### src/rtl/tl_pkg.sv
// TileLink-UL opcode constants, front-end FSM states and the
// lg2-size to beat-count helper shared by the flash front-end.
package tl_pkg;

  localparam logic [2:0] OP_PUT_FULL = 3'd0;
  localparam logic [2:0] OP_PUT_PART = 3'd1;
  localparam logic [2:0] OP_GET      = 3'd4;
  localparam logic [2:0] OP_ACK      = 3'd0;
  localparam logic [2:0] OP_ACK_DATA = 3'd1;

  typedef enum logic [2:0] {
    ST_IDLE,
    ST_ISSUE,
    ST_FWD,
    ST_DRAIN,
    ST_ERR
  } fe_state_e;

  // 32-bit bus: anything up to a word is one beat.
  function automatic logic [15:0] beats_of(
    input logic [3:0] size
  );
    if (size <= 4'd2) return 16'd1;
    return 16'd1 << (size - 4'd2);
  endfunction

endpackage

### src/rtl/tl_flash_frontend.sv
// TileLink-UL slave front-end for the SPI flash read controller.
// Ports: host A/D channels (a_*, d_*), controller A (flash_a_*) and D (flash_d_*).
module tl_flash_frontend
  import tl_pkg::*;
#(
  parameter int         TL_RS    = 3,
  parameter logic [7:0] BASE_HI  = 8'h20,
  parameter int         MAX_SIZE = 6
) (
  input  logic             flash_clock_i,
  input  logic             flash_reset_i,
  input  logic [2:0]       a_opcode,
  input  logic [2:0]       a_param,
  input  logic [3:0]       a_size,
  input  logic [TL_RS-1:0] a_source,
  input  logic [31:0]      a_address,
  input  logic [3:0]       a_mask,
  input  logic [31:0]      a_data,
  input  logic             a_valid,
  output logic             a_ready,
  output logic [2:0]       d_opcode,
  output logic [3:0]       d_size,
  output logic [TL_RS-1:0] d_source,
  output logic             d_denied,
  output logic [31:0]      d_data,
  output logic             d_corrupt,
  output logic             d_valid,
  input  logic             d_ready,
  output logic [3:0]       flash_a_size,
  output logic [TL_RS-1:0] flash_a_source,
  output logic [23:0]      flash_a_address,
  output logic             flash_a_valid,
  input  logic             flash_a_ready,
  input  logic [2:0]       flash_d_opcode,
  input  logic [3:0]       flash_d_size,
  input  logic [TL_RS-1:0] flash_d_source,
  input  logic             flash_d_denied,
  input  logic [31:0]      flash_d_data,
  input  logic             flash_d_corrupt,
  input  logic             flash_d_valid,
  output logic             flash_d_ready
);

  localparam int CW =
    (MAX_SIZE - 1 < 1) ? 1 : MAX_SIZE - 1;
  localparam logic [3:0] MAX_SZ = 4'(MAX_SIZE);

  fe_state_e state_q, state_d;
  logic [CW-1:0] cnt_q, cnt_d;

  logic [3:0]       size_q;
  logic [TL_RS-1:0] src_q;
  logic [23:0]      addr_q;
  logic             get_q;

  logic        is_get;
  logic        is_put;
  logic        aligned;
  logic        legal;
  logic [15:0] a_beats;
  logic [31:0] amask;

  logic unused_ok;
  assign unused_ok = ^{a_param, a_mask, a_data};

  assign is_get  = a_opcode == OP_GET;
  assign is_put  = a_opcode == OP_PUT_FULL
                || a_opcode == OP_PUT_PART;
  assign a_beats = beats_of(a_size);
  assign amask   = (32'd1 << a_size) - 32'd1;
  assign aligned = (a_address & amask) == 32'd0;
  assign legal   = is_get
                && a_size <= MAX_SZ
                && a_address[31:24] == BASE_HI
                && aligned;

  always_ff @(posedge flash_clock_i or negedge flash_reset_i) begin
    if (!flash_reset_i) begin
      state_q <= ST_IDLE;
      cnt_q   <= '0;
    end else begin
      state_q <= state_d;
      cnt_q   <= cnt_d;
    end
  end

  always_ff @(posedge flash_clock_i or negedge flash_reset_i) begin
    if (!flash_reset_i) begin
      size_q <= '0;
      src_q  <= '0;
      addr_q <= '0;
      get_q  <= 1'b0;
    end else if (state_q == ST_IDLE && a_valid) begin
      size_q <= a_size;
      src_q  <= a_source;
      addr_q <= a_address[23:0];
      get_q  <= is_get;
    end
  end

  always_comb begin
    state_d         = state_q;
    cnt_d           = cnt_q;
    a_ready         = 1'b0;
    d_valid         = 1'b0;
    d_opcode        = '0;
    d_size          = '0;
    d_source        = '0;
    d_denied        = 1'b0;
    d_data          = '0;
    d_corrupt       = 1'b0;
    flash_a_valid   = 1'b0;
    flash_a_size    = '0;
    flash_a_source  = '0;
    flash_a_address = '0;
    flash_d_ready   = 1'b0;
    unique case (state_q)
      ST_IDLE: begin
        a_ready = 1'b1;
        if (a_valid) begin
          if (legal) begin
            state_d = ST_ISSUE;
          end else if (is_put && a_beats > 16'd1) begin
            state_d = ST_DRAIN;
            cnt_d   = CW'(a_beats - 16'd1);
          end else begin
            state_d = ST_ERR;
            cnt_d   = is_get ? CW'(a_beats - 16'd1) : '0;
          end
        end
      end
      ST_ISSUE: begin
        flash_a_valid   = 1'b1;
        flash_a_size    = size_q;
        flash_a_source  = src_q;
        flash_a_address = addr_q;
        if (flash_a_ready) begin
          state_d = ST_FWD;
          cnt_d   = CW'(beats_of(size_q) - 16'd1);
        end
      end
      ST_FWD: begin
        d_valid       = flash_d_valid;
        flash_d_ready = d_ready;
        d_opcode      = flash_d_opcode;
        d_size        = flash_d_size;
        d_source      = flash_d_source;
        d_denied      = flash_d_denied;
        d_data        = flash_d_data;
        d_corrupt     = flash_d_corrupt;
        if (flash_d_valid && d_ready) begin
          if (cnt_q == '0) state_d = ST_IDLE;
          else             cnt_d   = cnt_q - 1'b1;
        end
      end
      ST_DRAIN: begin
        a_ready = 1'b1;
        // Counter holds beats still owed; the beat taken at 1 is the last.
        if (a_valid) begin
          if (cnt_q <= CW'(1)) begin
            state_d = ST_ERR;
            cnt_d   = '0;
          end else begin
            cnt_d = cnt_q - 1'b1;
          end
        end
      end
      ST_ERR: begin
        d_valid   = 1'b1;
        d_denied  = 1'b1;
        d_source  = src_q;
        d_size    = size_q;
        d_opcode  = get_q ? OP_ACK_DATA : OP_ACK;
        d_corrupt = get_q;
        if (d_ready) begin
          if (cnt_q == '0) state_d = ST_IDLE;
          else             cnt_d   = cnt_q - 1'b1;
        end
      end
      default: state_d = ST_IDLE;
    endcase
  end

endmodule
### config.mk
export PLATFORM = sky130hd
export DESIGN_NAME = tl_flash_frontend
export DESIGN_NICKNAME = d
export VERILOG_FILES = /design/src/rtl/tl_pkg.sv /design/src/rtl/tl_flash_frontend.sv
export SDC_FILE = /design/constraint.sdc
export NUM_CORES = 1
export LEC_CHECK = 0
export CAP_MARGIN = 30
export CORE_MARGIN = 2
export CORE_UTILIZATION = 27
export CTS_CLUSTER_SIZE = 30
export DETAILED_ROUTE_END_ITERATION = 6
export HOLD_SLACK_MARGIN = 0.08
export SLEW_MARGIN = 0
export SYNTH_ARGS = -nofsm -noshare
export SYNTH_HDL_FRONTEND = slang
export SYNTH_SLANG_ARGS = --single-unit
### constraint.sdc
create_clock -name flash_clock_i -period 2.6 [get_ports flash_clock_i]
set_input_delay 0.26 -clock flash_clock_i [delete_from_list [all_inputs] [get_ports flash_clock_i]]
set_output_delay 0.26 -clock flash_clock_i [all_outputs]
set_load 0.01 [all_outputs]
* After elaboration in Yosys (flattened, before gate mapping)
Index checks and enable logic that the tools add are counted.
Storage, ports and cells: register bits after elaboration 40, bits in latches 0, bits of input ports 131, memories kept 0, logic and storage cells 95, bits in read-only memories 0, memory bits (writable) 0, output and inout bits 79
Operators by class: reduce and logical (&&, ||, !) cells 15, muxes and demuxes 45, order comparisons 5, add/sub/neg operators 6, equal/unequal tests 14, $mul 0, shift-type cells 3, div/mod/pow operators 0, bitwise operators 1
Operator list (number):
- 5-bit 2-to-1 mux | 14
- 32-bit bitwise AND | 1
- 32-bit zero test | 1
- 16-bit 2-to-1 mux | 2
- 32-bit 2-to-1 mux | 1
- 1-bit by 4-bit left shift with 32-bit output (first input constant) | 1
- 32-bit by 1-bit subtractor with 32-bit output (second input constant) | 1
- 3-bit 2-to-1 mux | 10
- 5-bit one-hot mux with 5 select lines | 1
- 24-bit 2-to-1 mux | 1
- 16-bit by 1-bit > comparator with 1-bit output (second input constant) | 1
- 1-bit by 4-bit left shift with 16-bit output (first input constant) | 1
- 3-bit one-hot mux with 5 select lines | 1
- 5-bit by 1-bit subtractor with 5-bit output (second input constant) | 3
- 2-bit inequality test (second input constant) | 7
- 3-bit one-hot mux with 2 select lines | 2
- 8-bit by 6-bit == test with 1-bit output (second input constant) | 1
- 4-bit by 2-bit less-or-equal comparator with 1-bit output (second input constant) | 2
- 1-bit 2-to-1 mux | 8
- 4-bit one-hot mux with 2 select lines | 1
- 4-bit by 2-bit subtractor with 4-bit output (second input constant) | 2
- 7-bit AND reduction | 1
- 3-bit by 1-bit == test with 1-bit output (second input constant) | 2
- 3-bit by 2-bit == test with 1-bit output (second input constant) | 2
- 13 further kinds | 22

* Depth between registers and ports, before layout
Gate-level depths: netlist of run 1.
depth after elaboration 10, depth in mapped cells 14, depth with buffers taken out 12

* Worst setup path before layout of run 1
OpenSTA, ideal clock, no wires.
path kind input to register, from input port a_size[1], to register cnt_q[0], setup slack 127 ps, library setup time 125 ps, arrival time 2348 ps, data required time 2475 ps, cell stages on the path 11, buffers on the path 2, cells stage by stage buf_4 > nor3_2 > nand2b_1 > ha_1 > clkbuf_1 > nor3b_1 > o211ai_1 > o2111ai_2 > nor4_4 > a21oi_2 > mux2_4
Between the ends: word-level cells in the longest chain between the ends 9, elaborated cells between the ends (all ways) 23, classes of those cells add/sub: 3; order compare: 3; eq/ne: 1; shift: 2; mux: 7; bitwise: 1; reduce/logical: 6
Ends and longest elaborated chain:
- start, declared | RTL line tl_flash_frontend.sv:14 | input logic [3:0] a_size,
- 4-bit by 2-bit subtractor with 4-bit output or 4-bit by 2-bit less-or-equal comparator with 1-bit output (tied branches) | RTL line tl_pkg.sv:24, tl_pkg.sv:23
- 1-bit by 4-bit left shift with 16-bit output or 1-bit 2-to-1 mux (tied branches) | RTL line tl_pkg.sv:24, tl_pkg.sv:23
- 16-bit 2-to-1 mux | RTL line tl_pkg.sv:24 | return 16'd1 << (size - 4'd2);
- 16-bit by 1-bit > comparator with 1-bit output or 5-bit by 1-bit subtractor with 5-bit output (tied branches) | RTL line tl_flash_frontend.sv:123, tl_flash_frontend.sv:125, tl_flash_frontend.sv:128
- 1-bit logical AND or 5-bit 2-to-1 mux (tied branches) | RTL line tl_flash_frontend.sv:123, tl_flash_frontend.sv:128
- 5-bit 2-to-1 mux | RTL line tl_flash_frontend.sv:123 | end else if (is_put && a_beats > 16'd1) begin
- 5-bit 2-to-1 mux | RTL line tl_flash_frontend.sv:121 | if (legal) begin
- 5-bit 2-to-1 mux | RTL line tl_flash_frontend.sv:120 | if (a_valid) begin
- 5-bit one-hot mux with 5 select lines | RTL line tl_flash_frontend.sv:117 | unique case (state_q)
- end signal, assigned | RTL line tl_flash_frontend.sv:83 | cnt_q <= cnt_d;
- end, declared | RTL line tl_flash_frontend.sv:49 | logic [CW-1:0] cnt_q, cnt_d;
Several ways; a longest one is shown, not always the timed one. The select of a mux whose other input is x is not followed. A chain may end at the register's enable or synchronous reset.

* Worst setup path in the final report of run 1
from input port a_size[3], to register state_q[2]
Between the ends: word-level cells in the longest chain between the ends 9, elaborated cells between the ends (all ways) 19, classes of those cells add/sub: 2; order compare: 3; shift: 2; mux: 6; bitwise: 1; reduce/logical: 5
Ends and longest elaborated chain:
- 4-bit by 2-bit subtractor with 4-bit output or 4-bit by 2-bit less-or-equal comparator with 1-bit output (tied branches) | RTL line tl_pkg.sv:24, tl_pkg.sv:23
- 1-bit by 4-bit left shift with 16-bit output or 1-bit 2-to-1 mux (tied branches) | RTL line tl_pkg.sv:24, tl_pkg.sv:23
- 16-bit 2-to-1 mux | RTL line tl_pkg.sv:24
- 16-bit by 1-bit > comparator with 1-bit output | RTL line tl_flash_frontend.sv:123
- 1-bit logical AND | RTL line tl_flash_frontend.sv:123
- 3-bit 2-to-1 mux | RTL line tl_flash_frontend.sv:123
- 3-bit 2-to-1 mux * | RTL line tl_flash_frontend.sv:121
- 3-bit 2-to-1 mux * | RTL line tl_flash_frontend.sv:120
- 3-bit one-hot mux with 5 select lines * | RTL line tl_flash_frontend.sv:117
- end signal, assigned | RTL line tl_flash_frontend.sv:82 | state_q <= state_d;
- end, declared | RTL line tl_flash_frontend.sv:48 | fe_state_e state_q, state_d;
Mark *: on every way between the ends. The rest lies on a longest branch, timed or not. The select of a mux whose other input is x is not followed.

==> results, run 1 <==
- The critical path is of the in2reg type.
- The final global-route overflow total is 0.
- The met1 demand-to-capacity share in global routing is 26.1%.
- The repair_antennas step left the layout with diodes totalling 0.
- Setup repair after global routing left no endpoint under its margin.
- The Yosys warning count is 0.
- The run finished with clean final reports.
- The layer flagged by global routing as most heavily used is met2.
- Clock tree synthesis selected as its root buffer the cell sky130_fd_sc_hd__clkbuf_16.
- The starting utilization of the core area is roughly 28%.
- The y dimension of the die is 113 um.
- Summed over all layers, the routed wires come to 12,200 um.
- The worst setup slack after placement is -0.299 ns.
- The final standard cell utilization of the core is between 40% and 50%.
- The required time of the critical path is ~2.8 ns.
- No sink is reached through more buffers than the 2 on the longest clock path.
- Cells with a size suffix above 1 make up 12.3% of the layout.
- The initial antenna violation count is 0.
- The CTS tree is done.
- After layout, the minimum clock period comes to 2.45 ns.
- The die footprint is 0.0127 sq mm.
- The most frequently used flop master after synthesis is sky130_fd_sc_hd__dfrtp_1.
- In the final design database the tool counted 739 nets.
- The clock tree synthesis step divided the H-tree into 2 levels.
- The setup slack of the critical path after layout is 0.149 ns.
- At the pin with the least slew margin, the transition time is between 0.5 and 0.6 ns.
- The final period utilization is approximately 94%.
- The min-delay analysis places its worst path in the category in2async.
- For this run, global-route usage on met3 was measured as 3.19%.
- The finished cells cover 0.00552 sq mm.
- The power per cell area is 893 mW/mm^2.
- STA classifies the critical path startpoint as an input pin.
- The horizontal extent of the die is approximately 110 um.
- The mapped netlist covers 0.00319 sq mm.
- CTS saw 40 sinks.
- The synthesized net count is 549.
- Counting flops with an async set or reset pin after synthesis yields a share of 100%.
- The count of buffers inserted at the top-level ports is 170.
- The kind of end point of the critical path is a flip-flop.
- The placer congestion estimate is roughly 0.84.
- The met2 track utilization from global routing is ~31%.
- The residual DRC count is 0.
- On the final layout, the worst clock skew is 0.00667 ns.
- The synthesized instance count is 409.
- The layout-stage area growth over the synthesis result is 73.1%.
- The wire length per cell after detailed routing is 16.4 um.
- The count of state elements after synthesis is 40.
- The starting DRC count in detailed routing is 116.
- The global-route wire length before repair is just under 20,000 um.
- The share of the yosys chip area belonging to registers is 31.4%.
- The post-CTS setup-driven buffer insertion count is 0.
- The worst relative slew slack is 62.8%.
- After detailed routing, the number of vias per cell comes to ~4.8.
- The final number of max-transition violations was 0.
- Entering global routing, the biggest net connects 47 pins.
- The count of cells in the finished layout, fillers not included, comes to approximately 740.
- The iteration count of the initial detailed-routing pass is 4.
- The remaining antenna violation count after routing is 0.
- Setup violations remaining at the end of the flow were counted as 0.
- Clock latency on the worst-skew pair, taken at its later pin, is 0.29 ns.
- The total via count after detailed routing is 3,580.
- The design draws 4930 uW.
- The cell area after placement is 0.00527 sq mm.
- The static leakage is 0.00251 uW.
- The number of placed I/O pins is 210.
- The number of global-route vias before repair came to 3,599.
- The number of core rows is 39.
- Max-cap violations in this run came to 0.
- In this run the worst path has a maximum fanout of 7.
- The upper clock frequency limit is 408 MHz.
- Global routing used 18.7% of the available tracks across all layers.
- The number of flops mapped to enable cells by yosys is 0.
- The final count of hold timing violations came to 0.
- After clock tree synthesis, the clock-pin slew on the worst setup and hold paths is 0.07 ns.
- The average footprint of a synthesized cell is around 8 sq um.
- The core region area is 0.0115 sq mm.
- The number of distinct standard cells referenced by the synthesized netlist is 58.
- The post-detailed-placement half-perimeter wirelength is 9390 um.
- The CTS buffer count is 5.
- The largest voltage drop on the vdd net is 0.000437 V.
- Data arrives at the worst endpoint at between 2 and 3 ns.
- The number of placed cells counting well taps is approximately 730.
synthesized netlist by cell type, types with 3 or more instances:
cell	count	area share, %
sky130_fd_sc_hd__inv_1	20	2.4
sky130_fd_sc_hd__and2_1	39	7.7
sky130_fd_sc_hd__a21oi_1	9	1.4
sky130_fd_sc_hd__a21boi_0	3	0.71
sky130_fd_sc_hd__nor4_1	3	0.59
sky130_fd_sc_hd__nor2_1	13	1.5
sky130_fd_sc_hd__nand3_1	3	0.47
sky130_fd_sc_hd__nor4b_1	5	1.4
sky130_fd_sc_hd__dfrtp_1	40	31
sky130_fd_sc_hd__o21ai_0	13	2.0
sky130_fd_sc_hd__buf_4	5	1.2
sky130_fd_sc_hd__nor3_1	8	1.3
sky130_fd_sc_hd__a21o_1	9	2.1
sky130_fd_sc_hd__ha_1	9	3.5
sky130_fd_sc_hd__o211ai_1	5	1.2
sky130_fd_sc_hd__clkbuf_1	21	2.5
sky130_fd_sc_hd__a22o_1	10	2.7
sky130_fd_sc_hd__and3_1	33	6.5
sky130_fd_sc_hd__o221ai_1	4	1.1
sky130_fd_sc_hd__mux2_4	3	1.4
sky130_fd_sc_hd__nand2b_1	5	0.98
sky130_fd_sc_hd__nand2_1	96	11
sky130_fd_sc_hd__xnor2_1	4	1.1
final cells by class:
| class | count | area [sq um] |
|---|---|---|
| flip-flops and latches | 40 | 1000 |
| inverters | 20 | 75.1 |
| multi-input cells | 321 | 2040 |
| clock buffers | 5 | 125 |
| repair buffers | 211 | 2050 |
| clock inverters | 3 | 47.5 |
| fillers | 1119 | 5950 |
| well taps | 143 | 179 |
sequential cells by signal (all words and copies together) (netlist names):
signal	flops
size_q	4
get_q	1
addr_q	24
src_q	3
state_q	3
cnt_q	5
repair_timing:
item,4_1_cts,5_1_grt
endpoints found under the hold margin,0,11
gates resized for setup,1,10
hold buffers,0,1
pin swaps,0,3
setup endpoints to repair,1,8
worst paths after layout:
| kind | endpoint | cells past startpoint | slack (ns) | from |
|---|---|---|---|---|
| hold / removal | cnt_q[0] | 2 | 0.40 | flash_reset_i |
| max in group asynchronous | addr_q[20] | 3 | 1.73 | flash_reset_i |
| hold reg to reg | addr_q[17] | 2 | 0.47 | addr_q[17] |
| min in group flash_clock_i | addr_q[17] | 2 | 0.47 | addr_q[17] |
| setup reg to reg | cnt_q[1] | 9 | 0.38 | cnt_q[0] |
| setup / recovery | state_q[2] | 11 | 0.15 | a_size[3] |
power breakdown:
group	internal [uW]	total (uW)	switching (uW)
logic	1500	3000	1500
registers	926	1190	264
clock network	457	736	279
per-stage QoR:
stage                     setup TNS, ns  hold WS, ns
after CTS                             0        0.155
after global placement            -1.70        0.450
after detailed placement          -1.91        0.455
after floorplan                       0      -0.0356
after global routing                  0        0.433
final                                 0        0.400
critical path: stages:
cell                              delay [ns]
sky130_fd_sc_hd__clkdlybuf4s50_1        0.46
sky130_fd_sc_hd__nor3_2                 0.20
sky130_fd_sc_hd__nand2b_1               0.10
sky130_fd_sc_hd__ha_2                   0.23
sky130_fd_sc_hd__nor3b_1                0.14
sky130_fd_sc_hd__o211ai_1               0.21
sky130_fd_sc_hd__o2111ai_2              0.18
sky130_fd_sc_hd__nor4_4                 0.36
sky130_fd_sc_hd__buf_4                  0.19
sky130_fd_sc_hd__a21oi_1                0.09
sky130_fd_sc_hd__a21o_1                 0.19
cell families after synthesis:
| group | after synthesis | share of synthesized area (%) |
|---|---|---|
| AND/OR/NAND/NOR | 225 | 37.5 |
| AO/OA/AOI/OAI | 80 | 18.7 |
| buffers and inverters | 48 | 6.32 |
| flip-flops | 40 | 31.4 |
| adder cells (fa/ha/maj) | 9 | 3.53 |
| XOR/XNOR | 4 | 1.10 |
| multiplexers | 3 | 1.41 |
metal layers:
layer  routed length (um)  vias to the layer above
li1                     -                     1793
met2                 5860                       58
met3                  409                        5
met1                 5820                     1724
met4                   64                        0
met5                    0                        -
layout by cell type, fill, tap and decap left out, drive strengths merged, types with 3 or more instances in the layout:
master           n
clkbuf           5
a21boi           3
o211ai           5
xnor2            4
nor4b            7
a22o            10
nand3            3
and3            33
dfrtp           40
mux2             3
clkdlybuf4s50  167
a21o             9
nor2            13
nor3             9
and2            39
nand2           96
o21ai           15
a21oi           11
buf             41
nor4             5
ha               9
inv             20
o221ai           4
nand2b           5
Note: power is estimated with default switching activity, not from simulation.
==> inputs of run 2 (changes only) <==
Settings changed: CORE_MARGIN 2 to 10, CTS_CLUSTER_SIZE 30 to unset.
==> run 2 against run 1 <==
Worst hold slack worse by 0.29 ns. Combinational power is essentially flat. Clock skew rose by 0.0010 ns. Maximum frequency shrank 0.34%.
==> results, run 2 (same netlist as run 1, synthesis figures left out) <==
- The y dimension of the die was 129 um (was 113 um).
- The CTS tree is done (unchanged).
- The final hold slack came to 0.113 ns (was 0.400 ns).
- The fraction of layout cells with a size suffix above 1 is 11.4% (was 12.3%).
- The power per cell area is 900 mW/mm^2 (was 893 mW/mm^2).
- The clock latency of the later-clocked register in the worst-skew pair is 0.28 ns (was 0.29 ns).
- The static leakage was 0.00250 uW (was 0.00251 uW).
- The layout-stage area growth over the synthesis result is 71.3% (was 73.1%).
- The root buffer cell is sky130_fd_sc_hd__clkbuf_16 (unchanged).
- The highest routing layer actually used is met4 (unchanged).
- The count of buffers inserted at the top-level ports is 170 (unchanged).
- The number of nets in the finished design is 734 (was 739).
- The initial antenna violation count was 0 (unchanged).
- The final count of hold timing violations is 0 (unchanged).
- The total via count after detailed routing was 3,645 (was 3,580).
- The flip-flop count of the largest register after layout was 24 (unchanged).
- The final global-route overflow total is 0 (unchanged).
- The number of hold-repair buffers added at the cts stage is 0 (unchanged).
- The residual DRC count is 0 (unchanged).
- The required time of the critical path is 2.34 ns (was 2.78 ns).
- The antenna cell count came to 0 (unchanged).
- The start-to-end type of the worst setup path is reg2out (was in2reg).
- The register name with the most flops is addr_q (unchanged).
- The remaining antenna violation count after routing is 0 (unchanged).
- The largest voltage drop on the vdd net is 0.000430 V (was 0.000437 V).
- Largest registers: addr_q: 24 flops, cnt_q: 5 flops, size_q: 4 flops (unchanged).
- The core region area came to 0.0115 sq mm (unchanged).
- The final cell count without fillers was 738 (was 743).
- The horizontal extent of the die is 129 um (was 113 um).
- The measured slew at the worst slew-check pin came to 0.922 ns (was 0.553 ns).
- The final standard cell utilization of the core was 47.6% (was 48.1%).
- The final-report setup violation count was 0 (unchanged).
- The clock sink count is 40 (unchanged).
- The area of the multi-input gates is 0.00204 sq mm (about the same).
- The sum of met3 wire segment lengths after detailed routing came to 645 um (was 409 um).
- The number of global-route vias before repair is 3,674 (was 3,599).
- The kind of end point of the critical path is a primary output (was flip-flop).
- The post-detailed-placement half-perimeter wirelength is 10,800 um (was 9390 um).
- The clock skew after layout is 0.00768 ns (was 0.00667 ns).
- The slack of the worst reg-to-reg path is 0.35 ns (was 0.38 ns).
- The iteration count of the initial detailed-routing pass is 4 (unchanged).
- RSZ-0062 raised after global routing: no (unchanged).
- The startpoint kind of the worst setup timing path was a flip-flop (was input pin).
- The most common cell after layout, fill and taps aside is sky130_fd_sc_hd__clkdlybuf4s50_1 (unchanged).
- The worst setup path startpoint is state_q[1] (was a_size[3]).
- The clock input transition at the sequential cells of the worst setup and hold paths is 0.06 ns (was 0.07 ns).
- The CTS buffer count was 5 (unchanged).
- The final setup TNS is 0 ns (unchanged).
- The maximum fanout encountered on the critical timing path is 46 (was 7).
- The count of H-tree levels built during CTS is 2 (unchanged).
- The placer congestion estimate was 0.851 (was 0.842).
- The number of placed cells counting well taps came to 730 (was 733).
- The total of fill cells in the finished design came to 1,122 (was 1,119).
- The sum of routed wire segments on met1 came to 5840 um (was 5820 um).
- The starting utilization of the core area is 27.8% (unchanged).
- The die footprint was 0.0165 sq mm (was 0.0127 sq mm).
- The worst setup slack after placement came to -0.360 ns (was -0.299 ns).
- The worst relative slew slack is 38.6% (was 62.8%).
- The startpoint of the worst-slack reg-to-reg timing path is cnt_q[0] (unchanged).
- The global-route wire length before repair is 20,900 um (was 19,200 um).
- The total of max-cap violations is 0 (unchanged).
- The class of the most critical hold timing path is in2async (unchanged).
- Outcome: completed (unchanged).
- The final period utilization is 94.6% (was 94.3%).
- The number of core rows is 39 (unchanged).
- The upper clock frequency limit was 407 MHz (was 408 MHz).
- The maximum number of pins on one net before global-route repair is 47 (unchanged).
- The number of placed I/O pins came to 210 (unchanged).
- The data arrival time of the critical path is 2.20 ns (was 2.63 ns).
- The overall global routing resource usage came to 15.5% (was 18.7%).
- The starting DRC count in detailed routing was 185 (was 116).
- The wire length per cell after detailed routing is 18.3 um (was 16.4 um).
- The capture instance of the worst register-to-register path is cnt_q[1] (unchanged).
- The total length of routed met2 wires is 6940 um (was 5860 um).
- The average vias per placed instance is 4.94 (was 4.82).
- The final number of max-transition violations is 0 (unchanged).
- The setup slack of the critical path after layout is 0.140 ns (was 0.149 ns).
- The shortest clock period the worst path allows after layout is 2.46 ns (was 2.45 ns).
- The buffer levels on the longest clock path is 2 (unchanged).
- Most frequent cells in the layout: 165 x sky130_fd_sc_hd__clkdlybuf4s50_1, 96 x sky130_fd_sc_hd__nand2_1, 40 x sky130_fd_sc_hd__dfrtp_1 (was 167 x sky130_fd_sc_hd__clkdlybuf4s50_1, 96 x sky130_fd_sc_hd__nand2_1, 40 x sky130_fd_sc_hd__dfrtp_1).
- The cell count of the worst reg-to-reg path is 9 (unchanged).
- The storage element area was 0.00100 sq mm (unchanged).
- The overall routed net length is 13,500 um (was 12,200 um).
run 2: worst max-delay path, stage by stage (launching register included):
cell                              delay (ns)
sky130_fd_sc_hd__dfrtp_1                0.48
sky130_fd_sc_hd__inv_1                  0.18
sky130_fd_sc_hd__nor3_2                 0.20
sky130_fd_sc_hd__buf_6                  0.27
sky130_fd_sc_hd__and2_1                 0.22
sky130_fd_sc_hd__clkdlybuf4s50_1        0.56
run 2: stage by stage:
step / area [sq um] / total power [uW]
floorplan: 3190 / 2830
CTS: 5410 / 4950
finish: 5460 / 4910
detailed placement: 5220 / 4160
global route: 5460 / 5310
global placement: 5220 / 4140
run 2: area by class of cell:
type / count / share of cell area, %
inverters: 20 / 1.38
repair buffers: 206 / 36.4
multi-input cells: 321 / 37.4
clock inverters: 2 / 0.711
clock buffers: 6 / 2.54
flip-flops and latches: 40 / 18.3
well taps: 143 / 3.28
run 2: layer usage:
metal  global-route usage [%]  vias up
met3                     3.82        4
li1                         -     1786
met1                     20.0     1778
met5                        0        -
met4                     2.29        0
met2                     26.1       77
run 2: worst max path at each step:
| stage | cells past startpoint | endpoint | slack [ns] |
|---|---|---|---|
| after floorplan | 11 | cnt_q[0] | 0.13 |
| after global placement | 11 | cnt_q[1] | -0.34 |
| after detailed placement | 11 | cnt_q[1] | -0.36 |
| after CTS | 11 | cnt_q[1] | 0.01 |
| after global routing | 5 | d_source[1] | 0.03 |
| final | 5 | d_data[15] | 0.14 |
run 2: power breakdown:
group | internal (uW) | switching [uW] | total, uW
logic | 1470 | 1530 | 2990
clock network | 481 | 253 | 734
registers | 926 | 258 | 1180
run 2: timing repair:
action,CTS,global route
pin swaps,3,1
gates resized for setup,2,11
setup buffers,0,0
endpoints found under the setup margin,3,15
